===== src/rtl/reg_bank_pkg.sv =====
// rtl/reg_bank_pkg.sv - shared state encoding, command field positions and error byte for reg_bank_burst
package reg_bank_pkg;

    typedef enum logic [1:0] {
        ST_IDLE  = 2'd0,
        ST_WDATA = 2'd1,
        ST_DRAIN = 2'd2,
        ST_RDATA = 2'd3
    } state_t;

    localparam int         CMD_W      = 8;
    localparam int         CMD_WR_BIT = 7;
    localparam logic [7:0] ERR_BYTE   = 8'hEE;

endpackage


===== src/rtl/reg_bank_timer.sv =====
// rtl/reg_bank_timer.sv - idle counter with clear; expires on the TIMEOUT-th consecutive idle cycle
module reg_bank_timer #(
    parameter int TIMEOUT = 1023
) (
    input  logic clk,
    input  logic rst,
    input  logic i_run,
    input  logic i_clr,
    output logic o_expire
);

    localparam int CW = $clog2(TIMEOUT + 1);

    logic [CW-1:0] r_cnt;

    assign o_expire = i_run && !i_clr && (r_cnt == CW'(TIMEOUT - 1));

    always_ff @(posedge clk or posedge rst) begin
        if (rst) begin
            r_cnt <= '0;
        end else if (!i_run || i_clr || o_expire) begin
            r_cnt <= '0;
        end else begin
            r_cnt <= r_cnt + 1'b1;
        end
    end

endmodule


===== src/rtl/reg_bank_burst.sv =====
// rtl/reg_bank_burst.sv - byte-command register bank with bursts, errors and idle timeout; REG_BANK_ECHO_EN echoes writes on tx
module reg_bank_burst
    import reg_bank_pkg::*;
#(
    parameter int ADDR_W  = 4,
    parameter int BURST_W = 3,
    parameter int DEPTH   = 16,
    parameter int TIMEOUT = 1023
) (
    input  logic               clk,
    input  logic               rst,
    input  logic [7:0]         rx_data,
    input  logic               rx_valid,
    output logic [7:0]         tx_data,
    output logic               tx_valid,
    input  logic               tx_ready,
    output logic               busy,
    output logic               err,
    output logic [DEPTH*8-1:0] regs_flat
);

`ifdef REG_BANK_ECHO_EN
    localparam bit ECHO = 1'b1;
`else
    localparam bit ECHO = 1'b0;
`endif

    state_t              r_state;
    state_t              w_state_nxt;
    logic [7:0]          r_regs [DEPTH];
    logic [ADDR_W-1:0]   r_addr;
    logic [BURST_W-1:0]  r_left;
    logic                r_oor;
    logic [7:0]          r_tx_data;
    logic                r_tx_valid;
    logic                r_err;

    logic                w_cmd_wr;
    logic [BURST_W-1:0]  w_cmd_len;
    logic [ADDR_W-1:0]   w_cmd_addr;
    logic                w_cmd_oor;
    logic [ADDR_W-1:0]   w_addr_next;
    logic                w_tx_hs;
    logic                w_expire;
    logic                w_load_cmd;
    logic                w_step;
    logic                w_wr_en;
    logic                w_tx_load;
    logic                w_tx_clear;
    logic [7:0]          w_tx_next;
    logic                w_set_err;
    logic                w_clr_err;

    assign w_cmd_wr    = rx_data[CMD_WR_BIT];
    assign w_cmd_len   = rx_data[ADDR_W +: BURST_W];
    assign w_cmd_addr  = rx_data[ADDR_W-1:0];
    assign w_cmd_oor   = (int'(w_cmd_addr) >= DEPTH);
    assign w_addr_next = (r_addr == ADDR_W'(DEPTH - 1)) ? '0 : r_addr + 1'b1;
    assign w_tx_hs     = r_tx_valid & tx_ready;

    assign tx_data  = r_tx_data;
    assign tx_valid = r_tx_valid;
    assign busy     = (r_state != ST_IDLE);
    assign err      = r_err;

    for (genvar g = 0; g < DEPTH; g++) begin : g_flat
        assign regs_flat[8*g +: 8] = r_regs[g];
    end

    reg_bank_timer #(.TIMEOUT(TIMEOUT)) u_timer (
        .clk      (clk),
        .rst      (rst),
        .i_run    (r_state != ST_IDLE),
        .i_clr    (rx_valid | w_tx_hs),
        .o_expire (w_expire)
    );

    always_ff @(posedge clk or posedge rst) begin
        if (rst) begin
            r_state <= ST_IDLE;
        end else begin
            r_state <= w_state_nxt;
        end
    end

    always_comb begin
        w_state_nxt = r_state;
        w_load_cmd  = 1'b0;
        w_step      = 1'b0;
        w_wr_en     = 1'b0;
        w_tx_load   = 1'b0;
        w_tx_clear  = 1'b0;
        w_tx_next   = 8'h00;
        w_set_err   = 1'b0;
        w_clr_err   = 1'b0;
        case (r_state)
            ST_IDLE: begin
                if (rx_valid) begin
                    w_load_cmd = 1'b1;
                    w_clr_err  = 1'b1;
                    w_set_err  = w_cmd_oor;
                    if (w_cmd_wr) begin
                        w_state_nxt = w_cmd_oor ? ST_DRAIN : ST_WDATA;
                    end else begin
                        w_state_nxt = ST_RDATA;
                        w_tx_load   = 1'b1;
                        w_tx_next   = w_cmd_oor ? ERR_BYTE : r_regs[w_cmd_addr];
                    end
                end
            end
            ST_WDATA: begin
                if (w_expire) begin
                    w_set_err   = 1'b1;
                    w_tx_clear  = 1'b1;
                    w_state_nxt = ST_IDLE;
                end else if (rx_valid) begin
                    // An echo still waiting for the transmitter blocks the next write byte
                    if (ECHO && r_tx_valid && !tx_ready) begin
                        w_set_err = 1'b1;
                    end else begin
                        w_wr_en = 1'b1;
                        w_step  = 1'b1;
                        if (ECHO) begin
                            w_tx_load = 1'b1;
                            w_tx_next = rx_data;
                        end
                        if (r_left == '0) begin
                            w_state_nxt = ST_IDLE;
                        end
                    end
                end
            end
            ST_DRAIN: begin
                if (w_expire) begin
                    w_set_err   = 1'b1;
                    w_tx_clear  = 1'b1;
                    w_state_nxt = ST_IDLE;
                end else if (rx_valid) begin
                    w_step = 1'b1;
                    if (r_left == '0) begin
                        w_state_nxt = ST_IDLE;
                    end
                end
            end
            ST_RDATA: begin
                if (w_expire) begin
                    w_set_err   = 1'b1;
                    w_tx_clear  = 1'b1;
                    w_state_nxt = ST_IDLE;
                end else begin
                    w_set_err = rx_valid;
                    if (w_tx_hs) begin
                        if (r_left == '0) begin
                            w_tx_clear  = 1'b1;
                            w_state_nxt = ST_IDLE;
                        end else begin
                            w_step    = 1'b1;
                            w_tx_load = 1'b1;
                            w_tx_next = r_oor ? ERR_BYTE : r_regs[w_addr_next];
                        end
                    end
                end
            end
            default: w_state_nxt = ST_IDLE;
        endcase
    end

    always_ff @(posedge clk or posedge rst) begin
        if (rst) begin
            for (int i = 0; i < DEPTH; i++) begin
                r_regs[i] <= 8'h00;
            end
            r_addr     <= '0;
            r_left     <= '0;
            r_oor      <= 1'b0;
            r_tx_data  <= 8'h00;
            r_tx_valid <= 1'b0;
            r_err      <= 1'b0;
        end else begin
            if (w_load_cmd) begin
                r_addr <= w_cmd_addr;
                r_left <= w_cmd_len;
                r_oor  <= w_cmd_oor;
            end else if (w_step) begin
                r_addr <= w_addr_next;
                r_left <= r_left - 1'b1;
            end
            if (w_wr_en) begin
                r_regs[r_addr] <= rx_data;
            end
            if (w_tx_clear) begin
                r_tx_valid <= 1'b0;
            end else if (w_tx_load) begin
                r_tx_valid <= 1'b1;
                r_tx_data  <= w_tx_next;
            end else if (w_tx_hs) begin
                r_tx_valid <= 1'b0;
            end
            if (w_set_err) begin
                r_err <= 1'b1;
            end else if (w_clr_err) begin
                r_err <= 1'b0;
            end
        end
    end

endmodule


===== config.mk =====
export PLATFORM = sky130hd
export DESIGN_NAME = reg_bank_burst
export DESIGN_NICKNAME = d
export VERILOG_FILES = /design/src/rtl/reg_bank_pkg.sv /design/src/rtl/reg_bank_timer.sv /design/src/rtl/reg_bank_burst.sv
export SDC_FILE = /design/constraint.sdc
export NUM_CORES = 1
export LEC_CHECK = 0
export ABC_AREA = 1
export BUFFER_PORTS_ARGS = -buffer_cell sky130_fd_sc_hd__buf_2
export CAP_MARGIN = 20
export CORE_MARGIN = 8
export CORE_UTILIZATION = 60
export DETAILED_ROUTE_END_ITERATION = 16
export PLACE_DENSITY = 0.86
export SETUP_SLACK_MARGIN = 0.3
export SLEW_MARGIN = 20
export SYNTH_ARGS = -nofsm -noshare
export SYNTH_HDL_FRONTEND = slang
export SYNTH_SLANG_ARGS = --single-unit

===== constraint.sdc =====
create_clock -name clk -period 8.4 [get_ports clk]
set_input_delay 0.42 -clock clk [delete_from_list [all_inputs] [get_ports clk]]
set_output_delay 0.42 -clock clk [all_outputs]
set_load 0.005 [all_outputs]

Yosys cells after proc, flatten, opt, wreduce, memory -nomap -nowiden
Index checks and enable logic that the tools add are counted.
Widths: inputs -> output; s select.
{"block": "totals", "elab_cells": 112, "ff_bits": 157}
{"block": "classes", "eq_ne": 8, "order_cmp": 4, "reduce_logical": 16, "addsub": 3, "mux": 52, "bitwise_logic": 6}
{"cell": "$bwmux 128", "n": 1}
{"cell": "$mux 8", "n": 10}
{"cell": "$bmux 8 s4", "n": 2}
{"cell": "$demux 8 s4", "n": 1}
{"cell": "$mux 1", "n": 19}
{"cell": "$pmux 8 s2", "n": 1}
{"cell": "$ge 5x5->1 const B", "n": 3}
{"cell": "$not 4->5", "n": 3}
{"cell": "$mux 2", "n": 7}
{"cell": "$mux 4", "n": 3}
{"cell": "$add 10x1->10 const B", "n": 1}
{"cell": "$eq 10x10->1 const B", "n": 1}
{"cell": "$mux 10", "n": 1}
{"cell": "$mux 3", "n": 2}
{"cell": "$pmux 1 s2", "n": 3}
{"cell": "$pmux 2 s3", "n": 1}
{"cell": "$reduce_bool 2->1", "n": 3}
{"cell": "$lt 5x1->1 const B", "n": 1}
{"cell": "$add 4x1->4 const B", "n": 1}
{"cell": "$eq 2x2->1 const B", "n": 2}
{"cell": "$eq 4x4->1 const B", "n": 1}
{"cell": "$logic_and 1x1->1", "n": 3}
{"cell": "$logic_not 3->1", "n": 1}
{"cell": "$ne 3x1->1 const B", "n": 1}
{"cell": "15 further kinds", "n": 17}

Longest topological paths before layout
Gate-level depths: netlist of the first run.
{"block": "depth", "depth_word": 10, "ltp_mapped": 12, "ltp_nobuf": 11}

Hierarchy
A second synthesis of the first run with hierarchy kept.
{"block": "unflattened", "cells_unflattened": 1293, "hier_area_um2": 9095.0}
{"module": "reg_bank_burst", "area_per_inst_um2": 8548.2, "instances": 1, "cells_each": 1222}
{"module": "reg_bank_timer", "area_per_inst_um2": 546.8, "instances": 1, "cells_each": 71}

Worst setup path before layout of the first run
OpenSTA, ideal clock, no wires.
{"block": "synth_timing", "path_kind": "register to register", "from": "register r_addr[0]", "to": "register r_tx_data[0], in the netlist tx_data[0]", "synth_period_minus_slack_ns": 2.151, "slack_ns": 6.249, "path_buffers": 4, "t_arrival_ns": 2.028, "setup_time_ns": 0.122, "required_time_ns": 8.278, "stages_incl_launch_ff": 13, "path_cell_list": "dfrtp_1 inv_1 buf_2 buf_2 ha_1 clkbuf_1 inv_1 buf_1 nand3_1 nand3_1 nand3_1 nand3_1 a21oi_1"}
{"block": "synth_via", "elab_chain_len": 10}
{"item": "start: declaration", "line": "reg_bank_burst.sv:31", "text": "logic [ADDR_W-1:0] r_addr;"}
{"item": "start signal: assignment", "line": "reg_bank_burst.sv:181", "text": "r_addr <= w_cmd_addr;"}
{"item": "start signal: assignment", "line": "reg_bank_burst.sv:185", "text": "r_addr <= w_addr_next;"}
{"item": "$add 4x1->4 or $eq 4x4->1 (tied branches)", "line": "reg_bank_burst.sv:58", "text": "assign w_addr_next = (r_addr == ADDR_W'(DEPTH - 1)) ? '0 : r_addr + 1'b1;"}
{"item": "$mux 4 (*)", "line": "reg_bank_burst.sv:58"}
{"item": "$not 4->5 (implied by the code) (*)", "line": "reg_bank_burst.sv:159", "text": "w_tx_next = r_oor ? ERR_BYTE : r_regs[w_addr_next];"}
{"item": "$bmux 8 s4 (*)", "line": "reg_bank_burst.sv:159"}
{"item": "$mux 8 (implied by the code) (*) (2 in series)", "line": "reg_bank_burst.sv:159"}
{"item": "$mux 8 (*)", "line": "reg_bank_burst.sv:153", "text": "if (r_left == '0) begin"}
{"item": "$mux 8 (*)", "line": "reg_bank_burst.sv:152", "text": "if (w_tx_hs) begin"}
{"item": "$mux 8 (*)", "line": "reg_bank_burst.sv:146", "text": "if (w_expire) begin"}
{"item": "$pmux 8 s2 (*)", "line": "reg_bank_burst.sv:96", "text": "case (r_state)"}
{"item": "end signal: assignment", "line": "reg_bank_burst.sv:195", "text": "r_tx_data <= w_tx_next;"}
{"item": "end: declaration", "line": "reg_bank_burst.sv:34", "text": "logic [7:0] r_tx_data;"}
Every way passes the cells marked *; elsewhere a longest branch is shown, timed or not. The select of a mux whose other input is x is not followed.
A chain may end at the register's enable or synchronous reset.

Worst setup path after layout of the first run
{"block": "layout_timing", "from": "register r_addr[0]", "to": "register r_tx_data[4], in the netlist tx_data[4]"}
The elaborated chain is that of the path after synthesis.

==> results.cfg, run 1 <==
[critical_path]
r2r-end = tx_data[4]
cp_common_cell = nand3_1
cp_slowest_stage_delay_ns = 1.16
startpoint_type = flop
slowest_stage = ha_2
crit_required_ns = 8.77
path_cells = clkinv_2 > ha_2 > inv_1 > nand3_1 > nand3_1 > nand3_1 > nand3_1 > a21oi_1
crit_fanout = 67
crit_end = tx_data[4]
cp.arrival_ns = 4.30
r2r_cells = 8
r2r_start = r_addr[0]
cp-end-kind = flop
r2r_setup_slack_ns = 4.47
startpoint = r_addr[0]
path_class = flop to flop

[global_routing]
grt_remaining_overflow = 0
grt_first_pass_wirelength_mm = 51.0
track_usage_pct = 33.3
grt_pass1_vias = 9173
antenna_found_initial = 1
grt_max_degree = 99

[clock_network]
clk_pin_slew_ns = 0.07
cts_buffer_depth = 2
cts_tree = yes
numCtsBuffers = 17
cts_hold_buffers = 0
h-tree-depth = 4
clockRootBuffer = clkbuf_16
postCtsSetupBuffers = 0
clk_latency_ns = 0.44
cts_sinks = 157
cts_resized = 0

[power]
p_sw_share_pct = 46.4
power_density_nw_per_um2 = 397
combPwrFrac_pct = 45.0
switchingPower_uw = 1890
internal-power_uw = 2180
seqPwrFrac_pct = 35.9
p_leak_uw = 0.00521
vdd_ir_drop_max_mv = 0.209
clkPwrFrac_pct = 19.0

[cells_and_area]
finalInstanceArea_sq_um = 10300
final_common_cell = nand2_1
nFillCells = 1312
n_antenna_cell = 0
area_delta_synth_final_pct = 13.6
mostFrequentLayoutCells = nand2_1 (410), nand3_1 (275), dfrtp_1 (157), buf_2 (150), o21ai_0 (129)
drive_above_1_share_pct = 14.4
nNetsFinal = 1399

[synth]
synth.net_count = 1308
ys_types = 33
synth_seq_area_share_pct = 43.5
syn_area_per_cell_sq_um = 7.03
syn_inst = 1284
yosysWarningCount = 0
synthesis.area_sq_um = 9030
ys_seq_elements = 157

[drt]
drt_wl_total_mm = 32.0
ant_nets = 0
drc_errors = 0
via_count = 9683
wl_per_cell_um = 20.3
drt_iter0_drc = 1556
avgViaCountPerCell = 6.15
drt_pass1_iterations = 6

[sta]
setup-tns-final_ns = 0
postLayoutSetupSlackWorst_ns = 4.47
rsz0062_at_grt = no
final.period_utilization_pct = 46.8
tightestPinTransition_ns = 1.16
drv_slew = 0
hold_viol = 0
fin_skew_ns = 0.0109
setup_viol = 0
max_freq_mhz = 254
max_slew_margin_pct = 22.3
period_minus_slack_ns = 3.93

[placement]
gp_congestion = 0.959
portBuffers = 150
placed_area_sq_um = 9660
dp_hpwl_mm = 21.6
dpl_worst_slack_ns = 4.37

[status]
outcome = complete, no violations

[flow_run]
max_cap_violations = 0

[floorplanning]
dieHeight_um = 139
core_sq_um = 15000
io_pins = 151
rows = 45
die-area_sq_um = 19200
initial_core_util_pct = 60.3
fp.dieW_um = 139

[worst_hold_path]
hold_path.class = primary input to async pin
==> synthesized netlist by cell type <==
library cell | count | share of area (%)
a21o_1 | 1 | 0.083
buf_4 | 2 | 0.17
inv_2 | 3 | 0.12
o221ai_1 | 2 | 0.19
xor2_1 | 1 | 0.097
nor3b_1 | 3 | 0.25
buf_6 | 6 | 0.75
a21oi_1 | 35 | 1.9
a221oi_1 | 1 | 0.097
and3_1 | 1 | 0.069
nand3_2 | 1 | 0.11
o21a_1 | 1 | 0.083
nand4_1 | 2 | 0.14
nor3_1 | 3 | 0.17
dfrtp_1 | 157 | 44
o22ai_1 | 2 | 0.14
o21ai_1 | 2 | 0.11
nor2_1 | 29 | 1.2
or2_2 | 1 | 0.069
ha_1 | 12 | 1.7
o21ai_0 | 129 | 7.2
nand3b_1 | 1 | 0.083
buf_2 | 25 | 1.4
nor2_2 | 2 | 0.14
buf_1 | 6 | 0.25
nand2_1 | 411 | 17
o211ai_1 | 9 | 0.75
clkbuf_1 | 44 | 1.8
inv_1 | 111 | 4.6
nand3_1 | 275 | 15
clkinv_1 | 1 | 0.042
nor2_4 | 2 | 0.25
nand2_2 | 3 | 0.21
==> registers in the layout, indices dropped and copies added, names as in the netlist <==
register and count:
u_timer.r_cnt 10, r_addr 4, r_state 2, tx_data 8, err 1, r_left 3
tx_valid 1, regs_flat 128
==> layout make-up <==
cell class	instances	area, sq um	share of cell area (%)
multi-input combinational	929	4280	41.8
sequential	157	3930	38.3
timing repair buffer	155	788	7.69
inverter	115	439	4.28
clock buffer	19	433	4.22
tap	188	235	2.29
clock inverter	11	146	1.43
==> power by group through the flow <==
stage                     clock network, uW  logic (uW)  registers, uW
after global placement                    0        1740           1440
after floorplan                           0        1190           1330
after detailed placement                  0        1800           1440
after global routing                    805        2050           1480
final                                   775        1830           1460
after CTS                               771        1810           1440
==> metal layers <==
metal  global-route usage [%]  wire length (um)
met5                        0                11
met2                     49.9             14100
met1                     45.2             12700
met4                     12.0              1040
met3                     9.26              4120
==> critical path, delay by kind of cell, from the launching register on <==
family | cells | cell delay, ns
AO/OA/AOI/OAI | 1 | 0.14
adder cells (fa/ha/maj) | 1 | 1.16
buffers and inverters | 2 | 1.46
flip-flops | 1 | 0.44
AND/OR/NAND/NOR | 4 | 0.64
==> logic make-up (layout without fill, tap and decap cells) <==
family          Yosys count  in the layout  synth area share (%)
simple gates            734            734                  35.0
buf+inv                 198            300                  9.16
compound gates          182            182                  10.5
flops                   157            157                  43.5
fa+ha+maj                12             12                  1.66
xor+xnor                  1              1                0.0970
==> per-stage QoR <==
step	hold WS [ns]	std cells	total power, uW	utilization [%]
3_3_place_gp	0.457	1544	3180	64.5
4_1_cts	0.209	1574	4020	68.4
6_report	0.121	1574	4070	68.5
2_1_floorplan	0.454	1284	2520	-
5_1_grt	0.226	1574	4340	68.5
3_5_place_dp	0.460	1544	3240	64.5
==> worst min path at each step <==
stage	start	to	slack [ns]	depth (start not counted)
floorplan	u_timer.r_cnt[0]	u_timer.r_cnt[0]	0.45	1
global placement	err	err	0.46	1
detailed placement	err	err	0.46	1
CTS	rst	u_timer.r_cnt[0]	0.21	2
global route	rx_data[5]	regs_flat[125]	0.23	3
finish	rst	u_timer.r_cnt[0]	0.12	2
No activity file was read; power rests on OpenSTA's default activity.
==> inputs of run 2 (changes only) <==
--- a/config.mk
+++ b/config.mk
@@ -9,9 +9,9 @@
 export BUFFER_PORTS_ARGS = -buffer_cell sky130_fd_sc_hd__buf_2
 export CAP_MARGIN = 20
 export CORE_MARGIN = 8
-export CORE_UTILIZATION = 60
+export CORE_UTILIZATION = 57
 export DETAILED_ROUTE_END_ITERATION = 16
-export PLACE_DENSITY = 0.86
+export PLACE_DENSITY = 0.83
 export SETUP_SLACK_MARGIN = 0.3
 export SLEW_MARGIN = 20
 export SYNTH_ARGS = -nofsm -noshare
==> constraint.sdc (replaced) <==
create_clock -name clk -period 3.8 [get_ports clk]
set_input_delay 0.19 -clock clk [delete_from_list [all_inputs] [get_ports clk]]
set_output_delay 0.19 -clock clk [all_outputs]
set_load 0.005 [all_outputs]
==> run 2 against run 1 <==
Against the previous run:
- the run now ends with hold timing left
- critical path depth increased by 2
- first-iteration DRC count increased by 2.1%
- setup slack got worse by 3.2 ns
- clock power increased by 130%
- non-clock buffer count increased by 11
- via count increased by 0.72%
- sequential power increased by 120%
- global-route usage decreased by 0.62 points
- count of clock-buffer cells in the layout increased by 3
- worst hold slack got worse by 0.16 ns
==> results.cfg, run 2 (synthesis results as in run 1) <==
[critical_path]
crit_required_ns = 4.16
crit_family = simple AND/OR/NAND/NOR gates
cp-end-kind = flop
r2r_cells = 10
slowest_stage = buf_4
startpoint_type = flop
path_cells = ha_1 > nand3_2 > nand2_2 > buf_4 > nand2_1 > nand3_1 > nand3_1 > nand3_1 > nand3_1 > a21oi_1
crit_fanout = 65
cp_common_cell = nand3_1
crit_cells = 10
path_class = flop to flop
cp.arrival_ns = 2.92
crit_buf_inv = 1
cp_slowest_stage_delay_ns = 0.52

[floorplanning]
io_pins = 151
rows = 46
die-area_sq_um = 20100
fp.dieW_um = 142
dieHeight_um = 142
core_sq_um = 15700
initial_core_util_pct = 57.7

[sta]
rsz0062_at_grt = no
max_freq_mhz = 390
max_slew_margin_pct = 23.3
fin_skew_ns = 0.00890
drv_slew = 0
setup_viol = 0
period_minus_slack_ns = 2.56
hold_ws_ns = -0.0359
hold_viol = 35
setup-tns-final_ns = 0
final.period_utilization_pct = 67.5
tightestPinTransition_ns = 1.15

[clock_network]
numCtsBuffers = 17
h-tree-depth = 4
cts_tree = yes
cts_sinks = 157
clk_pin_slew_ns = 0.06
cts_resized = 0
cts_buffer_depth = 2
clk_latency_ns = 0.43
postCtsSetupBuffers = 0
cts_hold_buffers = 3
clockRootBuffer = clkbuf_16

[drt]
via_count = 9753
avgViaCountPerCell = 6.04
drt_wl_total_mm = 32.5
drt_pass1_iterations = 9
drt_iter0_drc = 1589
wl_per_cell_um = 20.1
drc_errors = 0
ant_nets = 0

[global_routing]
grt_max_degree = 158
antenna_found_initial = 0
track_usage_pct = 32.6
grt_first_pass_wirelength_mm = 51.0
grt_pass1_vias = 8950
grt_remaining_overflow = 0

[power]
seqPwrFrac_pct = 35.2
clkPwrFrac_pct = 19.8
combPwrFrac_pct = 44.9
power_density_nw_per_um2 = 880
p_sw_share_pct = 45.9
internal-power_uw = 4960
switchingPower_uw = 4210
vdd_ir_drop_max_mv = 0.462
p_leak_uw = 0.00528

[cells_and_area]
nFillCells = 1399
nNetsFinal = 1410
mostFrequentLayoutCells = nand2_1 (410), nand3_1 (275), dfrtp_1 (157), buf_2 (150), o21ai_0 (129)
post-route-util_pct = 66.5
final_common_cell = nand2_1
finalInstanceArea_sq_um = 10400
area_delta_synth_final_pct = 15.4
largest_reg_flops = 128
n_antenna_cell = 0
drive_above_1_share_pct = 14.7

[placement]
placed_area_sq_um = 9770
dp_hpwl_mm = 22.2
portBuffers = 150
gp_congestion = 1.00

[status]
violations = hold timing
outcome = finished with violations

[flow_run]
max_cap_violations = 0

[worst_hold_path]
hold_path.class = primary input to async pin
## run 2: layout make-up
type,instances,area (sq um),share of cell area [%]
Multi-Input combinational cell,929,4280,41.0
Sequential cell,157,3930,37.7
Timing Repair Buffer,166,891,8.55
Clock buffer,22,454,4.36
Inverter,115,435,4.18
Tap cell,216,270,2.59
Clock inverter,10,163,1.56
## run 2: path summary, 6_finish.rpt
check	startpoint	endpoint	slack, ns
max reg2reg	r_addr[0]	tx_data[3]	1.24
max	r_addr[0]	tx_data[3]	1.24
min	rst	regs_flat[36]	-0.04
min reg2reg	err	err	0.48
min in group clk	tx_ready	tx_valid	0.02
max in group asynchronous	rst	regs_flat[30]	3.11
## run 2: routing by layer
layer	routed length (um)	vias up	track usage, %
met5	0	-	0
met4	1240	0	14.2
met3	4100	122	9.07
met2	14000	693	47.4
met1	13200	4548	44.7
li1	-	4390	-
## run 2: tightest hold or removal path: stages
cell and delay (ns):
buf_2 0.11, clkinvlp_4 0.07, buf_12 0.53
## run 2: power by group through the flow
| stage | Sequential, uW | Clock (uW) | Combinational (uW) |
|---|---|---|---|
| after global placement | 3190 | 0 | 3930 |
| after floorplan | 2930 | 0 | 2630 |
| after global routing | 3280 | 1890 | 4610 |
| after detailed placement | 3190 | 0 | 4030 |
| final | 3230 | 1820 | 4120 |
| after CTS | 3170 | 1830 | 4060 |
## run 2: metrics by stage
stage / std cells / setup slack (ns) / power [uW]
6_report: 1615 / 1.24 / 9170
5_1_grt: 1615 / 0.988 / 9780
4_1_cts: 1615 / 1.31 / 9060
3_5_place_dp: 1580 / 1.34 / 7220
3_3_place_gp: 1580 / 1.38 / 7120
2_1_floorplan: 1284 / 1.62 / 5570
